[src/rtl/spi_frame_ctrl.sv]
// Master-side SPI frame controller: round-robin arbitration of two frame
// requesters onto one mode-0 SPI link, full-duplex shift, response return.
module spi_frame_ctrl #(
  parameter int FRAME_W = 40,
  parameter int CLK_DIV = 4
) (
  input  logic               clk,
  input  logic               rstn,
  input  logic               req0_valid,
  input  logic [FRAME_W-1:0] req0_data,
  output logic               req0_ready,
  input  logic               req1_valid,
  input  logic [FRAME_W-1:0] req1_data,
  output logic               req1_ready,
  output logic               rsp_valid,
  output logic [FRAME_W-1:0] rsp_data,
  output logic               rsp_id,
  output logic               busy,
  output logic               sclk,
  output logic               cs_n,
  output logic               mosi,
  input  logic               miso
);

  localparam int DIV_W  = (CLK_DIV > 1) ? $clog2(CLK_DIV) : 1;
  localparam int EDGES  = 2 * FRAME_W;
  localparam int EDGE_W = $clog2(EDGES + 1);

  typedef enum logic [2:0] {IDLE, SETUP, SHIFT, HOLD, GAP} state_t;

  typedef struct packed {
    logic               id;
    logic [FRAME_W-1:0] data;
  } frame_t;

  state_t             state, state_nx;
  logic [DIV_W-1:0]   div_cnt;
  logic [EDGE_W-1:0]  edge_cnt;
  logic [FRAME_W-1:0] tx_sr, rx_sr, grant_data;
  logic               cur_id, last_id;
  logic               sclk_q, cs_n_q, mosi_q, rsp_valid_q;
  frame_t             rsp_q;
  logic               div_done, last_edge, grant0, grant1, grant, rise, fall;

  assign div_done  = div_cnt == DIV_W'(CLK_DIV - 1);
  assign last_edge = edge_cnt == EDGE_W'(EDGES);

  // last_id remembers the previous winner; the other requester wins a tie
  assign grant0     = req0_valid & (~req1_valid | last_id);
  assign grant1     = req1_valid & ~grant0;
  assign grant      = (state == IDLE) & (grant0 | grant1);
  assign grant_data = grant1 ? req1_data : req0_data;

  // First rising edge is issued as SETUP ends; the rest alternate inside SHIFT
  // until all 2*FRAME_W edges are done, leaving sclk low for HOLD.
  assign rise = (state == SETUP && div_done) ||
                (state == SHIFT && div_done && !last_edge && !sclk_q);
  assign fall = state == SHIFT && div_done && !last_edge && sclk_q;

  always_ff @(posedge clk) begin
    if (!rstn) state <= IDLE;
    else       state <= state_nx;
  end

  always_comb begin
    state_nx   = state;
    req0_ready = 1'b0;
    req1_ready = 1'b0;
    case (state)
      IDLE: begin
        if (grant0 | grant1) begin
          state_nx   = SETUP;
          req0_ready = grant0;
          req1_ready = grant1;
        end
      end
      SETUP:   if (div_done)              state_nx = SHIFT;
      SHIFT:   if (div_done && last_edge) state_nx = HOLD;
      HOLD:    if (div_done)              state_nx = GAP;
      GAP:     if (div_done)              state_nx = IDLE;
      default:                            state_nx = IDLE;
    endcase
  end

  always_ff @(posedge clk) begin
    if (!rstn) begin
      div_cnt     <= '0;
      edge_cnt    <= '0;
      tx_sr       <= '0;
      rx_sr       <= '0;
      cur_id      <= 1'b0;
      last_id     <= 1'b1;
      sclk_q      <= 1'b0;
      cs_n_q      <= 1'b1;
      mosi_q      <= 1'b0;
      rsp_valid_q <= 1'b0;
      rsp_q       <= '0;
    end else begin
      rsp_valid_q <= 1'b0;
      if (state == IDLE) div_cnt <= '0;
      else               div_cnt <= div_done ? '0 : div_cnt + DIV_W'(1);

      if (grant) begin
        tx_sr    <= grant_data;
        mosi_q   <= grant_data[FRAME_W-1];
        cur_id   <= grant1;
        last_id  <= grant1;
        cs_n_q   <= 1'b0;
        edge_cnt <= '0;
      end

      if (rise) begin
        sclk_q   <= 1'b1;
        rx_sr    <= {rx_sr[FRAME_W-2:0], miso};
        edge_cnt <= edge_cnt + EDGE_W'(1);
      end

      if (fall) begin
        sclk_q   <= 1'b0;
        edge_cnt <= edge_cnt + EDGE_W'(1);
        // the final falling edge leaves the last bit on mosi through HOLD
        if (edge_cnt != EDGE_W'(EDGES - 1)) begin
          tx_sr  <= {tx_sr[FRAME_W-2:0], 1'b0};
          mosi_q <= tx_sr[FRAME_W-2];
        end
      end

      if (state == HOLD && div_done) begin
        cs_n_q      <= 1'b1;
        mosi_q      <= 1'b0;
        rsp_valid_q <= 1'b1;
        rsp_q       <= '{id: cur_id, data: rx_sr};
      end
    end
  end

  assign sclk      = sclk_q;
  assign cs_n      = cs_n_q;
  assign mosi      = mosi_q;
  assign busy      = state != IDLE;
  assign rsp_valid = rsp_valid_q;
  assign rsp_data  = rsp_q.data;
  assign rsp_id    = rsp_q.id;

endmodule
[config.mk]
export PLATFORM = sky130hd
export DESIGN_NAME = spi_frame_ctrl
export DESIGN_NICKNAME = d
export VERILOG_FILES = /design/src/rtl/spi_frame_ctrl.sv
export SDC_FILE = /design/constraint.sdc
export NUM_CORES = 1
export LEC_CHECK = 0
export ABC_AREA = 1
export BUFFER_PORTS_ARGS = -buffer_cell sky130_fd_sc_hd__buf_2
export CAP_MARGIN = 20
export CORE_MARGIN = 8
export CORE_UTILIZATION = 38
export CTS_BUF_LIST = sky130_fd_sc_hd__clkbuf_16
export CTS_CLUSTER_DIAMETER = 200
export DETAILED_ROUTE_END_ITERATION = 8
export PLACE_DENSITY = 0.61
export SLEW_MARGIN = 20
export SYNTH_ARGS = -nofsm -noshare
export SYNTH_HDL_FRONTEND = slang
export SYNTH_SLANG_ARGS = --single-unit
[constraint.sdc]
create_clock -name clk -period 2.58 [get_ports clk]
set_input_delay 0.129 -clock clk [delete_from_list [all_inputs] [get_ports clk]]
set_output_delay 0.129 -clock clk [all_outputs]
set_load 0.01 [all_outputs]
==> flow_summary_export.csv, run 1 <==
group,metric,value,unit
clocking,cts_tree,"built",
setup_path,cp_common_cell,"nand2_1",
synth,synthCells,982,
floorplanning,die-area,21300,um^2
timing,post-route-period-util,0.762,
min_path,hold_class,"in2reg",
timing,holdWs,97.8,ps
floorplanning,die_height,146,um
pwr,powerDensity,762,nW/um^2
final_layout,layout.nets,1178,
placement,place.gp.congestion,0.726,
synth,synth_seq_cells,138,
timing,setup_tns,0,ps
clocking,clk_latency,420,ps
route,wl,15.3,mm
synth,ys_seq_area_frac,0.430,
timing,report.final.slew_viol_count,0,
placement,dp_hpwl,10.1,mm
final_layout,area_growth,21.0,%
placement,dp_slack,534,ps
clocking,path_clk_slew,60,ps
global_routing,track_usage,0.145,
timing,layout_setup_ws,615,ps
timing,fin_worst_skew,13.7,ps
clocking,numCtsBuffers,17,
synth,yosys.area_share.simple,0.313,
route,wl_per_cell,11.6,um
synth,synth.area.mux_share,0,
setup_path,critPathCaptureType,"flop",
route,drt-initial-drc-count,321,
synth,synth.avg_cell_area,6.55,um^2
setup_path,rr_worst_depth,7,
final_layout,drive_above_1_share,0.167,
route,postRouteAntennaNets,0,
synth,syn_nets,1070,
clocking,cts_root_buf,"clkbuf_16",
setup_path,critical-path-slowest-cell,"clkinv_1",
setup_path,reg2reg_slack,620,ps
setup_path,cp.required,2850,ps
setup_path,critical_path_class,"reg2reg",
setup_path,r2r-end,"rsp_data[23]$_SDFFE_PN0P_",
clocking,cts_buffer_depth,2,
synth,synth_top_family_by_area,"simple AND/OR/NAND/NOR gates",
timing,hold_violations,0,
global_routing,grt_max_degree,80,
setup_path,cp-endpoint,"rsp_data[23]$_SDFFE_PN0P_",
floorplanning,rows,47,
floorplanning,pin_count,133,
global_routing,grt_pass1_wl,26.1,mm
run,maxCapViolations,0,
synth,synth_warnings,0,
timing,tightest_slew,711,ps
timing,setup_violations,0,
clocking,htree_levels,4,
synth,netlist_area,6430,um^2
floorplanning,start_util,0.388,
timing,rsz0062_at_grt,"no",
synth,ys_types,29,
setup_path,worst_ep_arrival_time,2230,ps
setup_path,worstPathCellList,"ha_1 -> nand4_1 -> nand2_1 -> clkinv_1 -> buf_12 -> nand2_1 -> o21ai_0",
route,viasPerCell,4.48,
timing,min_period,1960,ps
global_routing,grt_pass1_vias,5582,
status,outcome,"finished clean",
final_layout,layout_commonest_cell,"nand2_1",
global_routing,grt_overflow,0,
pwr,p_leak,3.99,nW
synth,synth_xor_area_frac,0.00409,
clocking,cts_num_sinks,138,
setup_path,cp-start-kind,"flop",
synth,synth_compound_area_frac,0.125,
synth,yosys.area_share.adder,0.00584,
route,first_pass_iters,4,
setup_path,cp-startpoint,"div_cnt[0]$_SDFF_PP0_",
timing,timing.slew.headroom,0.525,
final_layout,final_cell_mix,"nand2_1, nor2_1, dfxtp_1, inv_1, buf_2",
timing,fmax,0.509,GHz
global_routing,antenna_found_initial,0,
floorplanning,core_area,16600,um^2
placement,io_buffers,132,
setup_path,timing.rr.start,"div_cnt[0]$_SDFF_PP0_",
setup_path,max_stage_delay,420,ps
floorplanning,die_x,146,um
route,remaining_drc_errors,0,
clocking,cts_setup_buffers,0,
setup_path,cp_max_fo,27,
pwr,peakVddDrop,0.506,mV
route,num_vias,5933,
[synth_stat cells (all sizes together)]
cell | count | area (um^2)
a22o | 1 | 8.76
clkinv | 1 | 3.75
nor2 | 218 | 836
nand2 | 229 | 862
ha | 3 | 37.5
clkbuf | 29 | 109
nor3 | 1 | 5.00
o211ai | 1 | 7.51
o21bai | 38 | 285
buf | 26 | 160
a21boi | 1 | 7.51
o21ai | 85 | 429
dfxtp | 138 | 2760
inv | 137 | 514
xor2 | 3 | 26.3
nand3 | 55 | 293
a21oi | 13 | 65.1
nor4 | 2 | 12.5
nand4 | 1 | 6.26
[area by class of cell]
type,instances,area (um^2)
timing repair buffer,144,808
clock buffer,17,425
fill,1737,8800
multi-input combinational,651,2880
tap,220,275
inverter,138,520
clock inverter,15,104
sequential,138,2760
antenna,1,2.50
[cell families (layout without fill, tap and decap cells)]
group | Yosys count | in the layout
buf+inv | 193 | 314
other cells | 0 | 1
flops | 138 | 138
simple gates | 506 | 506
xor+xnor | 3 | 3
compound gates | 139 | 139
fa+ha+maj | 3 | 3
[worst max-delay path: cells and delay by family, from the launching register on]
kind,cells,cell delay [ps]
AOI/OAI and AO/OA,1,70
adders and majority gates,1,280
buffers and inverters,2,770
DFF,1,340
and+or+nand+nor,3,350
[timing repair]
item | in CTS | in global routing
hold endpoints to repair | 3 | 0
hold buffers | 3 | 0
setup endpoints to repair | 0 | 3
gates resized for setup | 0 | 1
[layer usage]
metal	track usage	vias up	share of wire
met2	0.226	129	0.42
met3	0.0430	18	0.057
met4	0.0464	0	0.012
met5	0	-	0
li1	-	3213	-
met1	0.188	2573	0.51
[power breakdown]
group	leakage [nW]	switching, mW	internal, mW	total (mW)
Clock	0.266	0.952	1.22	2.18
Sequential	1.12	0.114	2.34	2.45
Combinational	2.60	0.817	0.489	1.31
[worst min path at each step]
stage	startpoint	to	slack, ps	cells after the start
after floorplan	miso	rx_sr[0]$_SDFFE_PN0P_	250	2
after global placement	miso	rx_sr[0]$_SDFFE_PN0P_	350	3
after detailed placement	miso	rx_sr[0]$_SDFFE_PN0P_	360	3
after CTS	req0_data[39]	mosi$_SDFF_PP0_	80	5
after global routing	req1_data[39]	mosi$_SDFF_PP0_	110	5
final	req0_data[39]	mosi$_SDFF_PP0_	100	5
[state kept, by name, indices dropped and copies added, names as in the netlist]
name       cells
cur_id         1
mosi           1
rsp_id         1
rsp_data      40
last_id        1
tx_sr         39
cs_n           1
edge_cnt       7
div_cnt        2
state          3
rx_sr         40
sclk           1
rsp_valid      1
[metrics by stage]
step	util	total power [mW]	cell area (um^2)	std cells
finish	0.469	5.93	7780	1324
global route	0.469	6.30	7780	1323
CTS	0.469	6.01	7770	1323
detailed placement	0.435	3.81	7220	1288
global placement	0.435	3.80	7220	1288
floorplan	-	3.49	6430	982
Note: power is estimated with default switching activity, not from simulation.
==> run 2: changes to the inputs <==
--- a/config.mk
+++ b/config.mk
@@ -5,7 +5,7 @@
 export SDC_FILE = /design/constraint.sdc
 export NUM_CORES = 1
 export LEC_CHECK = 0
-export ABC_AREA = 1
+export ABC_AREA = 0
 export BUFFER_PORTS_ARGS = -buffer_cell sky130_fd_sc_hd__buf_2
 export CAP_MARGIN = 20
 export CORE_MARGIN = 8
@@ -13,7 +13,7 @@
 export CTS_BUF_LIST = sky130_fd_sc_hd__clkbuf_16
 export CTS_CLUSTER_DIAMETER = 200
 export DETAILED_ROUTE_END_ITERATION = 8
-export PLACE_DENSITY = 0.61
+export PLACE_DENSITY = 0.64
 export SLEW_MARGIN = 20
 export SYNTH_ARGS = -nofsm -noshare
 export SYNTH_HDL_FRONTEND = slang
==> constraint.sdc (replaced) <==
create_clock -name clk -period 1.7 [get_ports clk]
set_input_delay 0.085 -clock clk [delete_from_list [all_inputs] [get_ports clk]]
set_output_delay 0.085 -clock clk [all_outputs]
set_load 0.01 [all_outputs]
==> flow_summary_export.csv, run 2 <==
group,metric,value,unit
setup_path,timing.rr.start,"edge_cnt[0]$_SDFFE_PN0P_",
setup_path,r2r-end,"edge_cnt[6]$_SDFFE_PN0P_",
final_layout,layout.nets,1016,
route,wl,16.8,mm
clocking,numCtsBuffers,17,
clocking,htree_levels,4,
global_routing,grt_overflow,0,
final_layout,diodes,0,
synth,syn_nets,865,
pwr,total_power,7.46,mW
final_layout,drive_above_1_share,0.285,
setup_path,cp-endpoint,"edge_cnt[6]$_SDFFE_PN0P_",
clocking,path_clk_slew,60,ps
pwr,powerDensity,893,nW/um^2
status,outcome,"finished, violations left",
setup_path,cp.required,2050,ps
global_routing,antenna_found_initial,0,
synth,ys_seq_area_frac,0.457,
clocking,cts_num_sinks,138,
placement,io_buffers,132,
timing,timing.slew.headroom,0.660,
final_layout,final_cell_mix,"nand2_1, dfxtp_1, buf_2, nor2_1, a21boi_0",
setup_path,critPathCaptureType,"flop",
timing,fmax,0.510,GHz
synth,synthCells,777,
timing,setup_tns,-11210,ps
final_layout,utilization,0.532,
clocking,clk_latency,420,ps
timing,report.final.slew_viol_count,0,
timing,hold_violations,0,
setup_path,cp_max_fo,2,
final_layout,layout_commonest_cell,"nand2_1",
timing,tightest_slew,510,ps
timing,setup_violations,83,
timing,holdWs,33.5,ps
route,wl_met2,7.63,mm
synth,synth_area_leader_cell,"dfxtp_1",
min_path,hold_class,"in2reg",
synth,synth_edf_count,0,
global_routing,grt_pass1_vias,5703,
route,num_vias,5769,
clocking,cts_root_buf,"clkbuf_16",
synth,ys_types,41,
floorplanning,pin_count,133,
pwr,p_leak,3.36,nW
timing,rsz0062_at_grt,"yes",
run,maxCapViolations,0,
floorplanning,rows,46,
route,wl_met3,1.12,mm
global_routing,track_usage,0.168,
setup_path,rr_worst_depth,8,
final_layout,fillers,1489,
placement,placed_cell_area,7330,um^2
synth,synth.avg_cell_area,7.77,um^2
clocking,cts_buffer_depth,2,
route,wl_met1,7.90,mm
clocking,cts_tree,"built",
placement,dp_hpwl,10.4,mm
synth,async_flop_share,0,
timing,layout_setup_ws,-262,ps
final_layout,finalInstanceArea,8360,um^2
synth,synth_seq_cells,138,
placement,place.gp.congestion,0.785,
setup_path,critical_path_class,"reg2reg",
synth,synthTopCellsByArea,"dfxtp_1, nand2_1, a21boi_0",
status,violations,"negative setup slack",
timing,min_period,1960,ps
route,drt-initial-drc-count,301,
route,viasPerCell,4.99,
setup_path,worst_ep_arrival_time,2310,ps
synth,netlist.area_leader.share,0.457,
setup_path,cp-startpoint,"edge_cnt[0]$_SDFFE_PN0P_",
synth,synth_warnings,0,
setup_path,reg2reg_slack,-260,ps
timing,post-route-period-util,1.15,
synth,yosysMostFrequentCell,"nand2_1",
floorplanning,die-area,20200,um^2
global_routing,grt_max_degree,53,
synth,yosys-top-cells-count,"nand2_1, dfxtp_1, nor2_1",
route,routed.top_layer,"met4",
setup_path,cp-start-kind,"flop",
route,postRouteAntennaNets,0,
global_routing,grt_pass1_wl,27.7,mm
floorplanning,core_area,15700,um^2
synth,netlist_area,6040,um^2
floorplanning,die_height,142,um
timing,fin_worst_skew,14.5,ps
synth,ys.flop_type,"dfxtp_1",
route,first_pass_iters,4,
route,remaining_drc_errors,0,
route,wl_per_cell,14.5,um
floorplanning,start_util,0.384,
final_layout,area_growth,38.3,%
floorplanning,die_x,142,um
pwr,peakVddDrop,0.687,mV
## run 2: cell count changes in the layout (fill, tap and decap cells not counted), moves of 38 or more
cell      delta
o21bai_1    -38
inv_1      -127
a21boi_0    +42
nor2_1     -133
a21boi_1    +41
nand3_1     -48
o21ai_0     -77
## run 2: worst min path at each step
stage | from | to | slack [ps] | cells after the start
3_3_place_gp | miso | rx_sr[0]$_SDFFE_PN0P_ | 350 | 3
4_1_cts | req0_data[39] | mosi$_SDFF_PP0_ | 20 | 3
2_1_floorplan | miso | rx_sr[0]$_SDFFE_PN0P_ | 230 | 2
6_report | req0_data[39] | mosi$_SDFF_PP0_ | 30 | 3
3_5_place_dp | miso | rx_sr[0]$_SDFFE_PN0P_ | 360 | 3
5_1_grt | req0_data[38] | tx_sr[38]$_SDFF_PN0_ | 50 | 3
## run 2: layout make-up
type                    count  area (um^2)  area share
repair buffers            197         1480       0.178
inverters                   6         22.5     0.00270
clock inverters            15          113      0.0135
well taps                 216          270      0.0323
clock buffers              17          425      0.0509
flip-flops and latches    138         2770       0.331
multi-input cells         568         3270       0.392
## run 2: worst max-delay path: stages, from the launching register on
cell      delay [ps]
dfxtp_2          330
inv_2             50
ha_4             140
nor4bb_4         140
a211o_1          320
buf_6            130
a21o_1           180
or4_1            470
a21boi_1         130
## run 2: cell families after synthesis
group	after synthesis	synth area share
AO/OA/AOI/OAI	194	0.234
XOR/XNOR	2	0.00290
adder cells (fa/ha/maj)	3	0.00621
buffers and inverters	71	0.0447
flip-flops	138	0.457
AND/OR/NAND/NOR	369	0.255
## run 2: power by group
group | leakage, nW | total (mW) | switching [mW] | internal, mW
logic | 1.97 | 0.710 | 0.353 | 0.356
registers | 1.12 | 3.38 | 0.0538 | 3.33
clock network | 0.271 | 3.37 | 1.39 | 1.98
## run 2: through the flow
| step | setup WS (ps) | std cells |
|---|---|---|
| floorplan | -275 | 777 |
| global placement | -271 | 1109 |
| detailed placement | -322 | 1109 |
| CTS | -266 | 1152 |
| global route | -341 | 1157 |
| finish | -262 | 1157 |
## run 2: metal layers
| layer | global-route usage | up-vias |
|---|---|---|
| met1 | 0.211 | 2648 |
| met4 | 0.0582 | 0 |
| met3 | 0.0537 | 9 |
| li1 | - | 2957 |
| met5 | 0 | - |
| met2 | 0.265 | 155 |
## run 2: timing repair
item | in CTS | in global routing
gates resized for setup | 33 | 54
buffers inserted | 6 | 3
gates cloned | 4 | 2
pin swaps | 14 | 23
hold buffers | 1 | 0
endpoints found under the hold margin | 1 | 0
endpoints found under the setup margin | 88 | 121
==> run 3: changes to the inputs <==
--- a/config.mk
+++ b/config.mk
@@ -13,6 +13,7 @@
 export CTS_BUF_LIST = sky130_fd_sc_hd__clkbuf_16
 export CTS_CLUSTER_DIAMETER = 200
 export DETAILED_ROUTE_END_ITERATION = 8
+export HOLD_SLACK_MARGIN = 0.1
 export PLACE_DENSITY = 0.64
 export SLEW_MARGIN = 20
 export SYNTH_ARGS = -nofsm -noshare
==> constraint.sdc (replaced) <==
create_clock -name clk -period 1.7 [get_ports clk]
set_input_delay 0.085 -clock clk [delete_from_list [all_inputs] [get_ports clk]]
set_output_delay 0.085 -clock clk [all_outputs]
set_load 0.1 [all_outputs]
==> flow_summary_export.csv, run 3 (synthesized netlist as in run 2, its figures left out) <==
group,metric,value,unit
status,outcome,"finished, violations left",
status,violations,"negative setup slack",
placement,dp_slack,-340,ps
floorplanning,die_height,142,um
timing,setup_violations,82,
global_routing,antenna_found_initial,1,
timing,holdWs,108,ps
min_path,hp-start,"req0_data[36]",
clocking,htree_levels,4,
final_layout,instances_no_fill,1189,
setup_path,critical-path-slowest-cell,"or3_4",
route,remaining_drc_errors,0,
placement,dp_cells,1106,
timing,fmax,0.530,GHz
timing,hold_violations,0,
final_layout,layout_commonest_cell,"nand2_1",
pwr,powerDensity,837,nW/um^2
global_routing,track_usage,0.171,
final_layout,regArea,2770,um^2
pwr,peakVddDrop,0.697,mV
floorplanning,pin_count,133,
clocking,cts_num_sinks,138,
route,first_pass_iters,5,
setup_path,critical_path_class,"reg2reg",
route,postRouteAntennaNets,0,
floorplanning,core_area,15700,um^2
timing,rsz0062_at_grt,"yes",
final_layout,fillers,1437,
placement,place.gp.congestion,0.762,
clocking,cts_root_buf,"clkbuf_16",
setup_path,cp-start-kind,"flop",
route,drt-initial-drc-count,337,
final_layout,diodes,0,
timing,fin_worst_skew,8.35,ps
timing,tightest_slew,525,ps
floorplanning,rows,46,
floorplanning,die-area,20200,um^2
route,viasPerCell,5.05,
global_routing,grt_max_degree,55,
final_layout,final_cell_mix,"nand2_1, dfxtp_1, buf_2, nor2_1, a21boi_1",
global_routing,grt_overflow,0,
clocking,numCtsBuffers,17,
setup_path,timing.rr.start,"edge_cnt[0]$_SDFFE_PN0P_",
final_layout,layout.nets,1052,
placement,dp_hpwl,10.0,mm
timing,layout_setup_ws,-188,ps
setup_path,max_stage_delay,420,ps
setup_path,worst_ep_arrival_time,2190,ps
route,wl_per_cell,15.0,um
min_path,hold_class,"in2reg",
clocking,path_clk_slew,60,ps
global_routing,grt_pass1_wl,28.3,mm
final_layout,multi_input_area,3440,um^2
final_layout,drive_above_1_share,0.349,
placement,io_buffers,132,
global_routing,grt_pass1_vias,5805,
floorplanning,start_util,0.384,
setup_path,worst_path_dominant_cell_family,"simple AND/OR/NAND/NOR gates",
timing,min_period,1890,ps
setup_path,critPathBufInv,2,
setup_path,cp-startpoint,"edge_cnt[0]$_SDFFE_PN0P_",
timing,timing.slew.headroom,0.652,
timing,report.final.slew_viol_count,0,
setup_path,worstPathCellList,"inv_2 -> ha_4 -> nor4bb_4 -> a211o_1 -> or3_4 -> buf_12 -> o21ai_1 -> nor2_1",
clocking,cts_tree,"built",
setup_path,cp_max_fo,40,
run,maxCapViolations,0,
final_layout,area_growth,48.6,%
route,wl,17.8,mm
clocking,clk_latency,410,ps
clocking,cts_buffer_depth,2,
route,num_vias,6006,
setup_path,cp.required,2000,ps
timing,setup_tns,-7690,ps
floorplanning,die_x,142,um
timing,post-route-period-util,1.11,
pwr,p_leak,3.68,nW
setup_path,critPathCaptureType,"flop",
final_layout,utilization,0.571,
-- run 3: cell types whose count changed in the layout (fill, tap and decap cells not counted), moves of 14 or more --
cell / change
buf_6: +14
dlygate4sd3_1: +21
nand2_2: +35
nand2_1: -48
a21boi_1: +20
a21boi_0: -29
-- run 3: area by class of cell --
cell class	count	area share
clock buffer	17	0.0474
clock inverter	11	0.00948
inverter	6	0.00279
multi-input combinational	568	0.383
sequential	138	0.309
tap	216	0.0301
timing repair buffer	233	0.218
-- run 3: repair_timing --
item | in CTS | in global routing
pin swaps | 58 | 37
hold buffers | 22 | 0
endpoints found under the hold margin | 20 | 0
cloned | 9 | 6
gates resized for setup | 102 | 96
setup endpoints to repair | 122 | 108
buffers inserted | 18 | 5
-- run 3: power by group --
group          switching [mW]  internal [mW]  total, mW
Combinational           0.433          0.407      0.840
Clock                    1.34           1.95       3.29
Sequential             0.0556           3.33       3.39
-- run 3: path summary, 6_finish.rpt --
| path | end | slack (ps) | cells after the start |
|---|---|---|---|
| max reg2reg | tx_sr[14]$_SDFF_PN0_ | -190 | 8 |
| max | tx_sr[14]$_SDFF_PN0_ | -190 | 8 |
| min reg2reg | div_cnt[0]$_SDFF_PP0_ | 440 | 1 |
| min | tx_sr[36]$_SDFF_PN0_ | 110 | 4 |
-- run 3: per-layer routing --
metal  up-vias  wire length [um]  track usage
met2       157              8390        0.271
met3        18              1040       0.0543
met5         -                 8            0
met1      2800              8190        0.218
met4         2               199       0.0497
li1       3029                 -            -
-- run 3: stage by stage --
stage	instance area, um^2	total power [mW]
final	8970	7.51
after global routing	8970	7.82
after CTS	8670	7.56
after detailed placement	7320	4.19
after global placement	7320	4.19
after floorplan	6160	3.92
-- run 3: tightest hold or removal path, delay by kind of cell --
kind | cells | cell delay [ps]
AOI/OAI and AO/OA | 1 | 160
buffers and inverters | 1 | 100
and+or+nand+nor | 2 | 140
